===== config.mk =====
export PLATFORM = sky130hd
export DESIGN_NAME = pcie_axi_sram_rd_pipe_flat
export DESIGN_NICKNAME = d
export VERILOG_FILES = /design/src/rtl/pcie_axi_sram_rd_pipe_if.sv /design/src/rtl/pcie_axi_sram_rd_pipe.sv /design/src/flat_wrapper.sv
export SDC_FILE = /design/constraint.sdc
export NUM_CORES = 1
export LEC_CHECK = 0
export BUFFER_PORTS_ARGS = -buffer_cell sky130_fd_sc_hd__clkbuf_2
export CORE_ASPECT_RATIO = 0.7
export CORE_MARGIN = 1.5
export CORE_UTILIZATION = 40
export CTS_BUF_LIST = sky130_fd_sc_hd__clkbuf_16
export DETAILED_ROUTE_END_ITERATION = 8
export PLACE_DENSITY_LB_ADDON = 0.1
export SYNTH_ARGS = -nofsm -noshare
export SYNTH_HDL_FRONTEND = slang
export SYNTH_SLANG_ARGS = --single-unit

===== constraint.sdc =====
create_clock -name clk -period 6.77 [get_ports clk]
set_input_delay 0.3385 -clock clk [delete_from_list [all_inputs] [get_ports clk]]
set_output_delay 0.3385 -clock clk [all_outputs]
set_load 0.01 [all_outputs]

===== src/rtl/pcie_axi_sram_rd_pipe_if.sv =====
// AXI read-channel bundle (AR + R) between the PCIe read master and the SRAM read pipe.
interface pcie_axi_sram_rd_pipe_if #(
  parameter int ADDR_W = 64,
  parameter int DATA_W = 256,
  parameter int LEN_W  = 12
);
  logic              axi_arvalid;
  logic [ADDR_W-1:0] axi_araddr;
  logic [LEN_W-1:0]  axi_arlen;
  logic [2:0]        axi_arsize;
  logic [1:0]        axi_arburst;
  logic              axi_arready;
  logic              axi_rvalid;
  logic [DATA_W-1:0] axi_rdata;
  logic [1:0]        axi_rresp;
  logic              axi_rlast;
  logic              axi_rready;

  modport master (
    output axi_arvalid, axi_araddr, axi_arlen, axi_arsize, axi_arburst, axi_rready,
    input  axi_arready, axi_rvalid, axi_rdata, axi_rresp, axi_rlast
  );

  modport slave (
    input  axi_arvalid, axi_araddr, axi_arlen, axi_arsize, axi_arburst, axi_rready,
    output axi_arready, axi_rvalid, axi_rdata, axi_rresp, axi_rlast
  );
endinterface


===== src/rtl/pcie_axi_sram_rd_pipe.sv =====
// AXI read slave serving FIXED/INCR/WRAP bursts from a single-port synchronous SRAM,
// prefetching through a credit-limited FIFO to sustain one beat per clock.
module pcie_axi_sram_rd_pipe #(
  parameter int DATA_W     = 256,
  parameter int ADDR_W     = 64,
  parameter int SRAM_AW    = 10,
  parameter int LEN_W      = 12,
  parameter int SRAM_LAT   = 1,
  parameter int FIFO_DEPTH = 4
) (
  input  logic                clk,
  input  logic                rst_n,
  pcie_axi_sram_rd_pipe_if.slave axi,
  output logic                sram_ren,
  output logic [SRAM_AW-1:0]  sram_raddr,
  input  logic [DATA_W-1:0]   sram_rdata
);
  localparam int OFF   = $clog2(DATA_W / 8);
  localparam int CNT_W = LEN_W + 1;
  localparam int PW    = $clog2(FIFO_DEPTH);
  localparam int CW    = ((SRAM_AW > CNT_W) ? SRAM_AW : CNT_W) + 1;

  typedef enum logic [1:0] {IDLE, ISSUE, DRAIN, ERR} state_t;
  typedef enum logic [1:0] {BURST_FIXED, BURST_INCR, BURST_WRAP, BURST_RSVD} burst_t;

  localparam logic [1:0] RESP_OKAY   = 2'd0;
  localparam logic [1:0] RESP_SLVERR = 2'd2;
  localparam logic [1:0] RESP_DECERR = 2'd3;

  state_t             state, next_state;
  logic [SRAM_AW-1:0] word;
  logic [CNT_W-1:0]   beats, issued, popped;
  burst_t             burst;
  logic [1:0]         err_resp;

  logic [SRAM_LAT-1:0] tag;
  logic [SRAM_LAT:0]   tag_shift;
  logic [DATA_W-1:0]   mem [FIFO_DEPTH];
  logic [PW-1:0]       wr_ptr, rd_ptr;
  logic [PW:0]         count, in_flight;
  logic [PW+1:0]       occupancy;

  logic             accept, pop, fifo_pop, push, beat_last;
  logic [CNT_W-1:0] req_beats;
  logic [CW-1:0]    req_end;
  burst_t           req_burst;
  logic             req_wrap_ok, req_slverr, req_decerr;
  logic [SRAM_AW-1:0] offset, wrap_mask;
  logic             unused_addr_lsb;

  assign unused_addr_lsb = ^axi.axi_araddr[OFF-1:0];

  // Request classification; SLVERR takes priority over DECERR at the latch point.
  always_comb begin
    req_burst   = burst_t'(axi.axi_arburst);
    req_beats   = {1'b0, axi.axi_arlen} + CNT_W'(1);
    req_end     = CW'(axi.axi_araddr[OFF +: SRAM_AW]) + CW'(req_beats);
    req_wrap_ok = (req_beats == CNT_W'(2)) || (req_beats == CNT_W'(4)) ||
                  (req_beats == CNT_W'(8)) || (req_beats == CNT_W'(16));
    req_slverr  = (axi.axi_arsize != 3'(OFF)) || (req_burst == BURST_RSVD) ||
                  ((req_burst == BURST_WRAP) && !req_wrap_ok);
    req_decerr  = (|axi.axi_araddr[ADDR_W-1:SRAM_AW+OFF]) ||
                  ((req_burst == BURST_INCR) && (req_end > (CW'(1) << SRAM_AW)));
  end

  assign accept    = axi.axi_arvalid && axi.axi_arready;
  assign pop       = axi.axi_rvalid && axi.axi_rready;
  assign fifo_pop  = pop && (state != ERR);
  assign push      = tag[SRAM_LAT-1];
  assign beat_last = (popped == beats - CNT_W'(1));
  assign tag_shift = {tag, sram_ren};

  // NOTE: registered state uses non-blocking assignments so every flop samples pre-edge values.
  always_ff @(posedge clk) begin
    if (!rst_n) state <= IDLE;
    else        state <= next_state;
  end

  // NOTE: every combinational output gets a default first, so no path can infer a latch.
  always_comb begin
    next_state = state;
    case (state)
      IDLE:    if (accept) next_state = (req_slverr || req_decerr) ? ERR : ISSUE;
      ISSUE:   if (sram_ren && ((issued + CNT_W'(1)) == beats)) next_state = DRAIN;
      DRAIN:   if (pop && axi.axi_rlast) next_state = IDLE;
      ERR:     if (pop && axi.axi_rlast) next_state = IDLE;
      default: next_state = IDLE;
    endcase
  end

  always_comb begin
    axi.axi_arready = rst_n && (state == IDLE);

    in_flight = '0;
    for (int i = 0; i < SRAM_LAT; i++) in_flight = in_flight + (PW+1)'(tag[i]);
    occupancy = (PW+2)'(count) + (PW+2)'(in_flight);

    // A read is only launched when its data is guaranteed a FIFO slot on return.
    sram_ren  = (state == ISSUE) && (issued < beats) && (occupancy < (PW+2)'(FIFO_DEPTH));
    offset    = SRAM_AW'(issued);
    wrap_mask = SRAM_AW'(beats - CNT_W'(1));
    case (burst)
      BURST_INCR: sram_raddr = word + offset;
      BURST_WRAP: sram_raddr = (word & ~wrap_mask) | ((word + offset) & wrap_mask);
      default:    sram_raddr = word;
    endcase
    if (!sram_ren) sram_raddr = '0;

    axi.axi_rvalid = (state == ERR) || (count != '0);
    axi.axi_rlast  = axi.axi_rvalid && beat_last;
    axi.axi_rresp  = (state == ERR) ? err_resp : RESP_OKAY;
    axi.axi_rdata  = ((state != ERR) && (count != '0)) ? mem[rd_ptr] : '0;
  end

  always_ff @(posedge clk) begin
    if (!rst_n) begin
      word     <= '0;
      beats    <= '0;
      burst    <= BURST_FIXED;
      err_resp <= RESP_OKAY;
      issued   <= '0;
      popped   <= '0;
      tag      <= '0;
      wr_ptr   <= '0;
      rd_ptr   <= '0;
      count    <= '0;
    end else begin
      // Tags cleared by reset make any SRAM data still in flight get dropped.
      tag <= tag_shift[SRAM_LAT-1:0];
      if (accept) begin
        word     <= axi.axi_araddr[OFF +: SRAM_AW];
        beats    <= req_beats;
        burst    <= req_burst;
        err_resp <= req_slverr ? RESP_SLVERR : RESP_DECERR;
        issued   <= '0;
        popped   <= '0;
      end else begin
        if (sram_ren) issued <= issued + CNT_W'(1);
        if (pop)      popped <= popped + CNT_W'(1);
      end
      if (push)     wr_ptr <= wr_ptr + PW'(1);
      if (fifo_pop) rd_ptr <= rd_ptr + PW'(1);
      case ({push, fifo_pop})
        2'b10:   count <= count + (PW+1)'(1);
        2'b01:   count <= count - (PW+1)'(1);
        default: count <= count;
      endcase
    end
  end

  // NOTE: FIFO storage is not reset; the cleared count keeps unwritten entries unobservable.
  always_ff @(posedge clk) begin
    if (push) mem[wr_ptr] <= sram_rdata;
  end
endmodule

===== src/flat_wrapper.sv =====
// flat-port wrapper written by rule: the top's interface ports become plain ports
module pcie_axi_sram_rd_pipe_flat 
#(
  parameter int DATA_W     = 256,
  parameter int ADDR_W     = 64,
  parameter int SRAM_AW    = 10,
  parameter int LEN_W      = 12,
  parameter int SRAM_LAT   = 1,
  parameter int FIFO_DEPTH = 4
)
  (clk, rst_n, sram_ren, sram_raddr, sram_rdata, axi_axi_arvalid, axi_axi_araddr, axi_axi_arlen, axi_axi_arsize, axi_axi_arburst, axi_axi_rready, axi_axi_arready, axi_axi_rvalid, axi_axi_rdata, axi_axi_rresp, axi_axi_rlast);
  pcie_axi_sram_rd_pipe_if #(.ADDR_W(ADDR_W), .DATA_W(DATA_W), .LEN_W(LEN_W)) axi_i ();
  input  logic clk;
  input  logic rst_n;
  output logic sram_ren;
  output logic [SRAM_AW-1:0] sram_raddr;
  input  logic [DATA_W-1:0] sram_rdata;
  input wire logic [$bits(axi_i.axi_arvalid)-1:0] axi_axi_arvalid;
  input wire logic [$bits(axi_i.axi_araddr)-1:0] axi_axi_araddr;
  input wire logic [$bits(axi_i.axi_arlen)-1:0] axi_axi_arlen;
  input wire logic [$bits(axi_i.axi_arsize)-1:0] axi_axi_arsize;
  input wire logic [$bits(axi_i.axi_arburst)-1:0] axi_axi_arburst;
  input wire logic [$bits(axi_i.axi_rready)-1:0] axi_axi_rready;
  output wire logic [$bits(axi_i.axi_arready)-1:0] axi_axi_arready;
  output wire logic [$bits(axi_i.axi_rvalid)-1:0] axi_axi_rvalid;
  output wire logic [$bits(axi_i.axi_rdata)-1:0] axi_axi_rdata;
  output wire logic [$bits(axi_i.axi_rresp)-1:0] axi_axi_rresp;
  output wire logic [$bits(axi_i.axi_rlast)-1:0] axi_axi_rlast;
  assign axi_i.axi_arvalid = axi_axi_arvalid;
  assign axi_i.axi_araddr = axi_axi_araddr;
  assign axi_i.axi_arlen = axi_axi_arlen;
  assign axi_i.axi_arsize = axi_axi_arsize;
  assign axi_i.axi_arburst = axi_axi_arburst;
  assign axi_i.axi_rready = axi_axi_rready;
  assign axi_axi_arready = axi_i.axi_arready;
  assign axi_axi_rvalid = axi_i.axi_rvalid;
  assign axi_axi_rdata = axi_i.axi_rdata;
  assign axi_axi_rresp = axi_i.axi_rresp;
  assign axi_axi_rlast = axi_i.axi_rlast;
  pcie_axi_sram_rd_pipe #(.DATA_W(DATA_W), .ADDR_W(ADDR_W), .SRAM_AW(SRAM_AW), .LEN_W(LEN_W), .SRAM_LAT(SRAM_LAT), .FIFO_DEPTH(FIFO_DEPTH)) u_core (.clk(clk), .rst_n(rst_n), .axi(axi_i), .sram_ren(sram_ren), .sram_raddr(sram_raddr), .sram_rdata(sram_rdata));
endmodule

After elaboration in Yosys (flattened, before gate mapping)
Memory sizes are Yosys's and may differ from the RTL's. A register that Yosys moved wholly into a read port is not among the register bits.
Index checks and enable logic that the tools add are counted.
Widths: inputs -> output; s select.

word-level totals
  output and inout bits = 272
  memory bits (writable) = 1024
  register bits = 63
  memories kept = 1

memory list
  name        words  width  read ports  clocked after memory_dff  wr ports  line                         text
  u_core.mem  4      256    1           1                         1         pcie_axi_sram_rd_pipe.sv:38  logic [DATA_W-1:0] mem [FIFO_DEPTH];

operators by class
  $lt $le $gt $ge = 3
  reductions and logical operators = 28
  muxes and demuxes = 15
  equality and inequality tests = 21
  add/sub/neg operators = 11
  bitwise operators = 5

operators with widths
  operator               number
  $mux 256               1
  $reduce_or 49->1       1
  $add 13x1->13 const B  2
  $eq 13x13->1           2
  $and 10x10->10         2
  $pmux 10 s2            1
  $add 10x13->14         1
  $gt 14x11->1 const B   1
  $mux 2                 7
  $add 12x1->13 const B  1
  $eq 13x2->1 const B    1
  $eq 13x3->1 const B    1
  $eq 13x4->1 const B    1
  $eq 13x5->1 const B    1
  $lt 13x13->1           1
  $sub 13x1->13 const B  1
  $eq 2x2->1 const B     6
  $logic_and 1x1->1      12
  $add 10x10->10         1
  $mux 10                1
  $not 10->10            1
  $or 10x10->10          1
  $eq 2x1->1 const B     4
  $logic_or 1x1->1       8
  18 further kinds       24

Logic depth before layout (Yosys ltp)
  word-level depth = 12
  mapped depth = 14
  depth with buffers taken out = 14

Least setup slack after synthesis
Ideal clock, no wire load.

  kind = register to register
  start point = register u_core.wr_ptr[0]
  end point = memory u_core.mem[0][0], enable pin
  path slack = -223 ps
  arrival time = 6345 ps
  stages on the path, launching flop included = 4
  setup time = 648 ps
  required time = 6122 ps
  clock period less this slack = 6993 ps
  buffers on the path = 0
  path through = dfxtp_1 -> inv_1 -> ha_1 -> and2_1

RTL lines
  element                 line                          text
  from (decl)             pcie_axi_sram_rd_pipe.sv:39   logic [PW-1:0] wr_ptr, rd_ptr;
  from (signal assigned)  pcie_axi_sram_rd_pipe.sv:141  if (push) wr_ptr <= wr_ptr + PW'(1);
  to (decl)               pcie_axi_sram_rd_pipe.sv:38

No word-level cell before the write port.

Worst setup path after layout
  start point = register u_core.issued[1]
  end point = output port sram_raddr[9]

between the ends
  longest elaborated chain between the ends = 5

RTL lines
  element                 line                                                        text
  from (decl)             pcie_axi_sram_rd_pipe.sv:32                                 logic [CNT_W-1:0] beats, issued, popped;
  from (signal assigned)  pcie_axi_sram_rd_pipe.sv:138                                if (sram_ren) issued <= issued + CNT_W'(1);
  $add 10x10->10          pcie_axi_sram_rd_pipe.sv:103, pcie_axi_sram_rd_pipe.sv:104
  $and 10x10->10          pcie_axi_sram_rd_pipe.sv:104                                BURST_WRAP: sram_raddr = (word & ~wrap_mask) | ((word + offset) & wrap_mask);
  $or 10x10->10           pcie_axi_sram_rd_pipe.sv:104
  $pmux 10 s2             pcie_axi_sram_rd_pipe.sv:102                                case (burst)
  $mux 10 *               pcie_axi_sram_rd_pipe.sv:107                                if (!sram_ren) sram_raddr = '0;
  to (decl)               flat_wrapper.sv:16                                          output logic [SRAM_AW-1:0] sram_raddr;

Mark *: on every way between the ends. The rest lies on a longest branch, timed or not.

==> run summary <==
### Clock network
* 3 — number of buffers on the longest clock path
* 0 — total setup buffers inserted after CTS
* sky130_fd_sc_hd__clkbuf_16 — root cell of the clock tree
* 0.06 ns — clock slew seen by the registers of the worst setup and hold paths
* 0.72 ns — Worst-Skew Late Latency
* 3 — number of levels the H-tree was split into
* 107 — number of buffers created by CTS
* 1089 — Sinks on Clock Net
* built — clock tree from TritonCTS
* 0 — Resized cells post-CTS

### STA
* 237 MHz — top achievable clock speed
* 0 — number of hold violations in the final report
* 0.0860 ns — smallest hold slack
* 0 — fin. max-slew vios
* 0.0537 ns — final setup skew
* 4.22 ns — final critical-path required period
* 26.2% — Worst slew margin
* 0 — setup violation total in the final timing report
* 2.55 ns — final worst setup slack
* 0 ns — post-route setup TNS
* 62.3% — portion of the clock cycle consumed by the worst path in the final layout
* false — unrepaired setup endpoints after global routing
* 1.11 ns — transition time at the pin with the least slew margin

### Floorplanning
* 280 um — die extent in y
* 0.109 mm^2 — core box area
* 399 um — width of the die
* 0.112 mm^2 — die area
* 101 — cell row count
* 613 — number of I/O pins
* 40.4% — Starting Density

### Critical path
* 3.88 ns — Worst Path Arrival
* output port — type of destination of the critical path
* 1 — count of buffer and inverter cells on the critical path
* reg2out — category of the most critical setup path
* 7 — Max FO, Critical Path
* 0.53 ns — Worst path max stage delay
* 3.32 ns — register-to-register path setup slack
* compound AO/OA/AOI/OAI gates — cell family contributing the most delay on the critical path
* flip-flop — critical path startpoint category
* sky130_fd_sc_hd__dfxtp_1 — cell at the slowest stage of the critical path
* ha_1 -> a21o_1 -> a21oi_1 -> o21bai_1 -> a2111o_1 -> a41oi_1 -> xor2_1 -> or4_1 -> a21oi_1 -> clkbuf_2 — worst path cell trace
* sky130_fd_sc_hd__a21oi_1 — most prevalent standard cell on the critical path
* 6.43 ns — Crit path required time

### Detailed routing
* 0 — # DRC
* 24100 — Via Count
* 5 — Pre-Repair DR Iteration Count
* 105000 um — total length of routed wires
* 5.06 — ratio of routed vias to standard cells
* 0 — number of routed nets with antenna violations
* 22.0 um — wire length per cell after detailed routing
* 1199 — number of DRC violations after detailed-routing iteration 0

### Yosys
* 73.0% — Seq/Total Area, Yosys
* 0 — count of warnings emitted by yosys
* sky130_fd_sc_hd__edfxtp_1 (70%), sky130_fd_sc_hd__mux4_2 (13%), sky130_fd_sc_hd__nor2b_1 (3.7%) — leading post-synthesis cells by cell area
* 70.0% — share of Yosys cell area claimed by the top area cell type
* 65 — post-synth cell types
* 0% — fraction of registers with async set or reset after synthesis
* sky130_fd_sc_hd__edfxtp_1 — most area-hungry cell type in the Yosys netlist
* 18.8 um^2 — synthesized area per cell
* 0.0439 mm^2 — combined area of all synthesized cells
* 2334 — number of instances in the synthesized netlist
* 2726 — Mapped Nets
* 1089 — Seq cells post-synth
* sky130_fd_sc_hd__edfxtp_1 — Top FF cell, synth
* 1024 — number of flops mapped to enable cells by yosys

### Global routing
* 32.2% — M2 GR Usage
* 157000 um — global-route wire length before repair
* 25500 — vias in the first global route
* 18.6% — total routing usage reported by global routing
* 160 — maximum number of pins on one net before global-route repair
* met2 — gr busiest metal
* 23.5% — global routing usage on met1
* 4.43% — Global Route met3 Usage
* 11 — antenna violations before repair
* 0 — GR Overflow Total

### Power
* 12.8 mW — Int Power
* 28.2% — Sw Share
* 18.8 nW — standby leakage power
* 23.2% — Comb power frac
* 325 mW/mm^2 — PD cells
* 5.03 mW — net switching power of the design
* 33.0% — clock network fraction of design power
* 43.8% — register share of total power
* 17.8 mW — overall power after layout
* 0.467 mV — largest vdd supply drop

### Run status
* complete, no violations — result of the run

### Placement
* 2.61 ns — Place WS
* 4287 — count of placed standard cells including taps
* 63300 um — detailed placer's ending HPWL
* 607 — number of buffers inserted by port buffering
* 0.820 — weighted congestion reported at the end of routability-driven placement

### Final layout
* 31.6% — fraction of final layout cells sized beyond drive strength 1
* 9140 — Fillers
* 3616 — final net count
* 25.0% — synthesis-to-layout area growth
* 4763 — Cell Count, Final, Fillers Out

### Flow run
* 0 — max-cap violations

### Min path
* in2reg — Hold Path Class

==> final cells by class <==
type / count / area (um^2) / area share [%]
Antenna cell: 6 / 15.0 / 0.0273
Clock buffer: 108 / 2700 / 4.92
Clock inverter: 92 / 832 / 1.52
Inverter: 46 / 173 / 0.314
Multi-Input combinational cell: 1087 / 11300 / 20.6
Sequential cell: 1089 / 32100 / 58.4
Tap cell: 1442 / 1800 / 3.29
Timing Repair Buffer: 893 / 6040 / 11.0
==> cells by family after synthesis <==
family / Yosys count / synth area share, %
buffers and inverters: 158 / 1.37
AND/OR/NAND/NOR: 563 / 7.07
multiplexers: 263 / 13.3
adder cells (fa/ha/maj): 51 / 1.50
flip-flops: 1089 / 73.0
XOR/XNOR: 85 / 1.88
AO/OA/AOI/OAI: 125 / 1.93
==> registers in the layout, indices dropped and copies added, names as in the netlist, named ones only <==
signal / count
u_core.issued: 13
u_core.push: 1
u_core.burst: 2
u_core.err_resp: 2
u_core.word: 10
u_core.mem: 1024
u_core.wr_ptr: 2
u_core.beats: 13
u_core.popped: 13
u_core.state: 2
u_core.rd_ptr: 2
u_core.count: 3
==> power by group through the flow <==
stage / Clock [mW] / Sequential (mW) / Combinational, mW
final: 5.89 / 7.81 / 4.13
after global routing: 6.31 / 7.84 / 4.50
after CTS: 6.07 / 7.81 / 4.28
after detailed placement: 0 / 7.96 / 4.12
after global placement: 0 / 7.94 / 4.12
after floorplan: 0 / 7.87 / 2.51
==> per-stage QoR <==
| stage | util [%] | area (um^2) |
|---|---|---|
| floorplan | - | 43900 |
| global placement | 44.8 | 48700 |
| detailed placement | 44.8 | 48700 |
| CTS | 50.5 | 54900 |
| global route | 50.5 | 54900 |
| finish | 50.5 | 54900 |
==> path summary, 6_finish.rpt <==
check,from,endpoint,cells after the start
worst min register to register,u_core.err_resp[1],u_core.err_resp[1],2
worst min-delay path,axi_axi_arlen[9],u_core.beats[9],3
worst max register to register,u_core.count[2],u_core.count[2],10
worst max-delay path,u_core.issued[1],sram_raddr[9],10
==> worst reg2reg max path, stage by stage, from the launching register on <==
cell and delay (ns):
sky130_fd_sc_hd__dfxtp_1 0.34, sky130_fd_sc_hd__nor3_1 0.31, sky130_fd_sc_hd__a21o_4 0.52, sky130_fd_sc_hd__buf_12 0.64, sky130_fd_sc_hd__nor2_1 0.47, sky130_fd_sc_hd__ha_1 0.28
sky130_fd_sc_hd__inv_1 0.08, sky130_fd_sc_hd__fa_1 0.18, sky130_fd_sc_hd__xor2_1 0.09, sky130_fd_sc_hd__or3_1 0.31, sky130_fd_sc_hd__a21oi_1 0.16
==> cells in the final DEF (no fill, tap or decap), types with 11 or more instances in the layout <==
cell type                       instances
sky130_fd_sc_hd__dlygate4sd3_1        270
sky130_fd_sc_hd__mux4_2               256
sky130_fd_sc_hd__ha_1                  48
sky130_fd_sc_hd__nand2_1               74
sky130_fd_sc_hd__clkbuf_16            108
sky130_fd_sc_hd__nand3_1               46
sky130_fd_sc_hd__edfxtp_1            1024
sky130_fd_sc_hd__clkinv_2              17
sky130_fd_sc_hd__clkinv_1              32
sky130_fd_sc_hd__clkbuf_2             607
sky130_fd_sc_hd__nor3_1                17
sky130_fd_sc_hd__inv_1                 65
sky130_fd_sc_hd__a21oi_1               32
sky130_fd_sc_hd__bufinv_16             12
sky130_fd_sc_hd__xor2_1                33
sky130_fd_sc_hd__dfxtp_1               63
sky130_fd_sc_hd__o21ai_0               30
sky130_fd_sc_hd__nor4_1                21
sky130_fd_sc_hd__nand4_1               13
sky130_fd_sc_hd__nor2_1                77
sky130_fd_sc_hd__nor2b_1              261
sky130_fd_sc_hd__xnor2_1               46
sky130_fd_sc_hd__o31ai_1               11
sky130_fd_sc_hd__buf_12                14
==> cells in the mapped netlist, types with 3 or more instances <==
cell                          n
sky130_fd_sc_hd__a21o_1      10
sky130_fd_sc_hd__nand2_1     74
sky130_fd_sc_hd__dfxtp_1     65
sky130_fd_sc_hd__mux2i_1      5
sky130_fd_sc_hd__mux4_2     256
sky130_fd_sc_hd__edfxtp_1  1024
sky130_fd_sc_hd__and3_1       8
sky130_fd_sc_hd__or2_2        5
sky130_fd_sc_hd__o31ai_1     11
sky130_fd_sc_hd__fa_1         3
sky130_fd_sc_hd__a32oi_1      4
sky130_fd_sc_hd__ha_1        48
sky130_fd_sc_hd__o21a_1       5
sky130_fd_sc_hd__clkbuf_1    82
sky130_fd_sc_hd__o21bai_1     6
sky130_fd_sc_hd__nor4b_1      4
sky130_fd_sc_hd__inv_1       45
sky130_fd_sc_hd__or4_1        6
sky130_fd_sc_hd__nor3_1      17
sky130_fd_sc_hd__nor2_1      77
sky130_fd_sc_hd__nor4_1      21
sky130_fd_sc_hd__buf_1       28
sky130_fd_sc_hd__nand4_1     13
sky130_fd_sc_hd__a21oi_1     32
sky130_fd_sc_hd__o21ai_0     30
sky130_fd_sc_hd__xnor3_1      6
sky130_fd_sc_hd__nor2b_1    261
sky130_fd_sc_hd__xnor2_1     46
sky130_fd_sc_hd__a211oi_1     4
sky130_fd_sc_hd__nand3_1     46
sky130_fd_sc_hd__or3_1        9
sky130_fd_sc_hd__xor2_1      33
sky130_fd_sc_hd__and2_1      10
==> layer usage <==
metal,vias up,wire length [um]
met5,-,67
met4,12,2290
met3,141,5510
met2,481,54100
met1,12400,42600
li1,11000,-
==> repair_timing <==
action | CTS | global route
hold buffers | 270 | 0
hold endpoints to repair | 1038 | 0
endpoints found under the setup margin | 0 | 0
No activity file was read; power rests on OpenSTA's default activity.
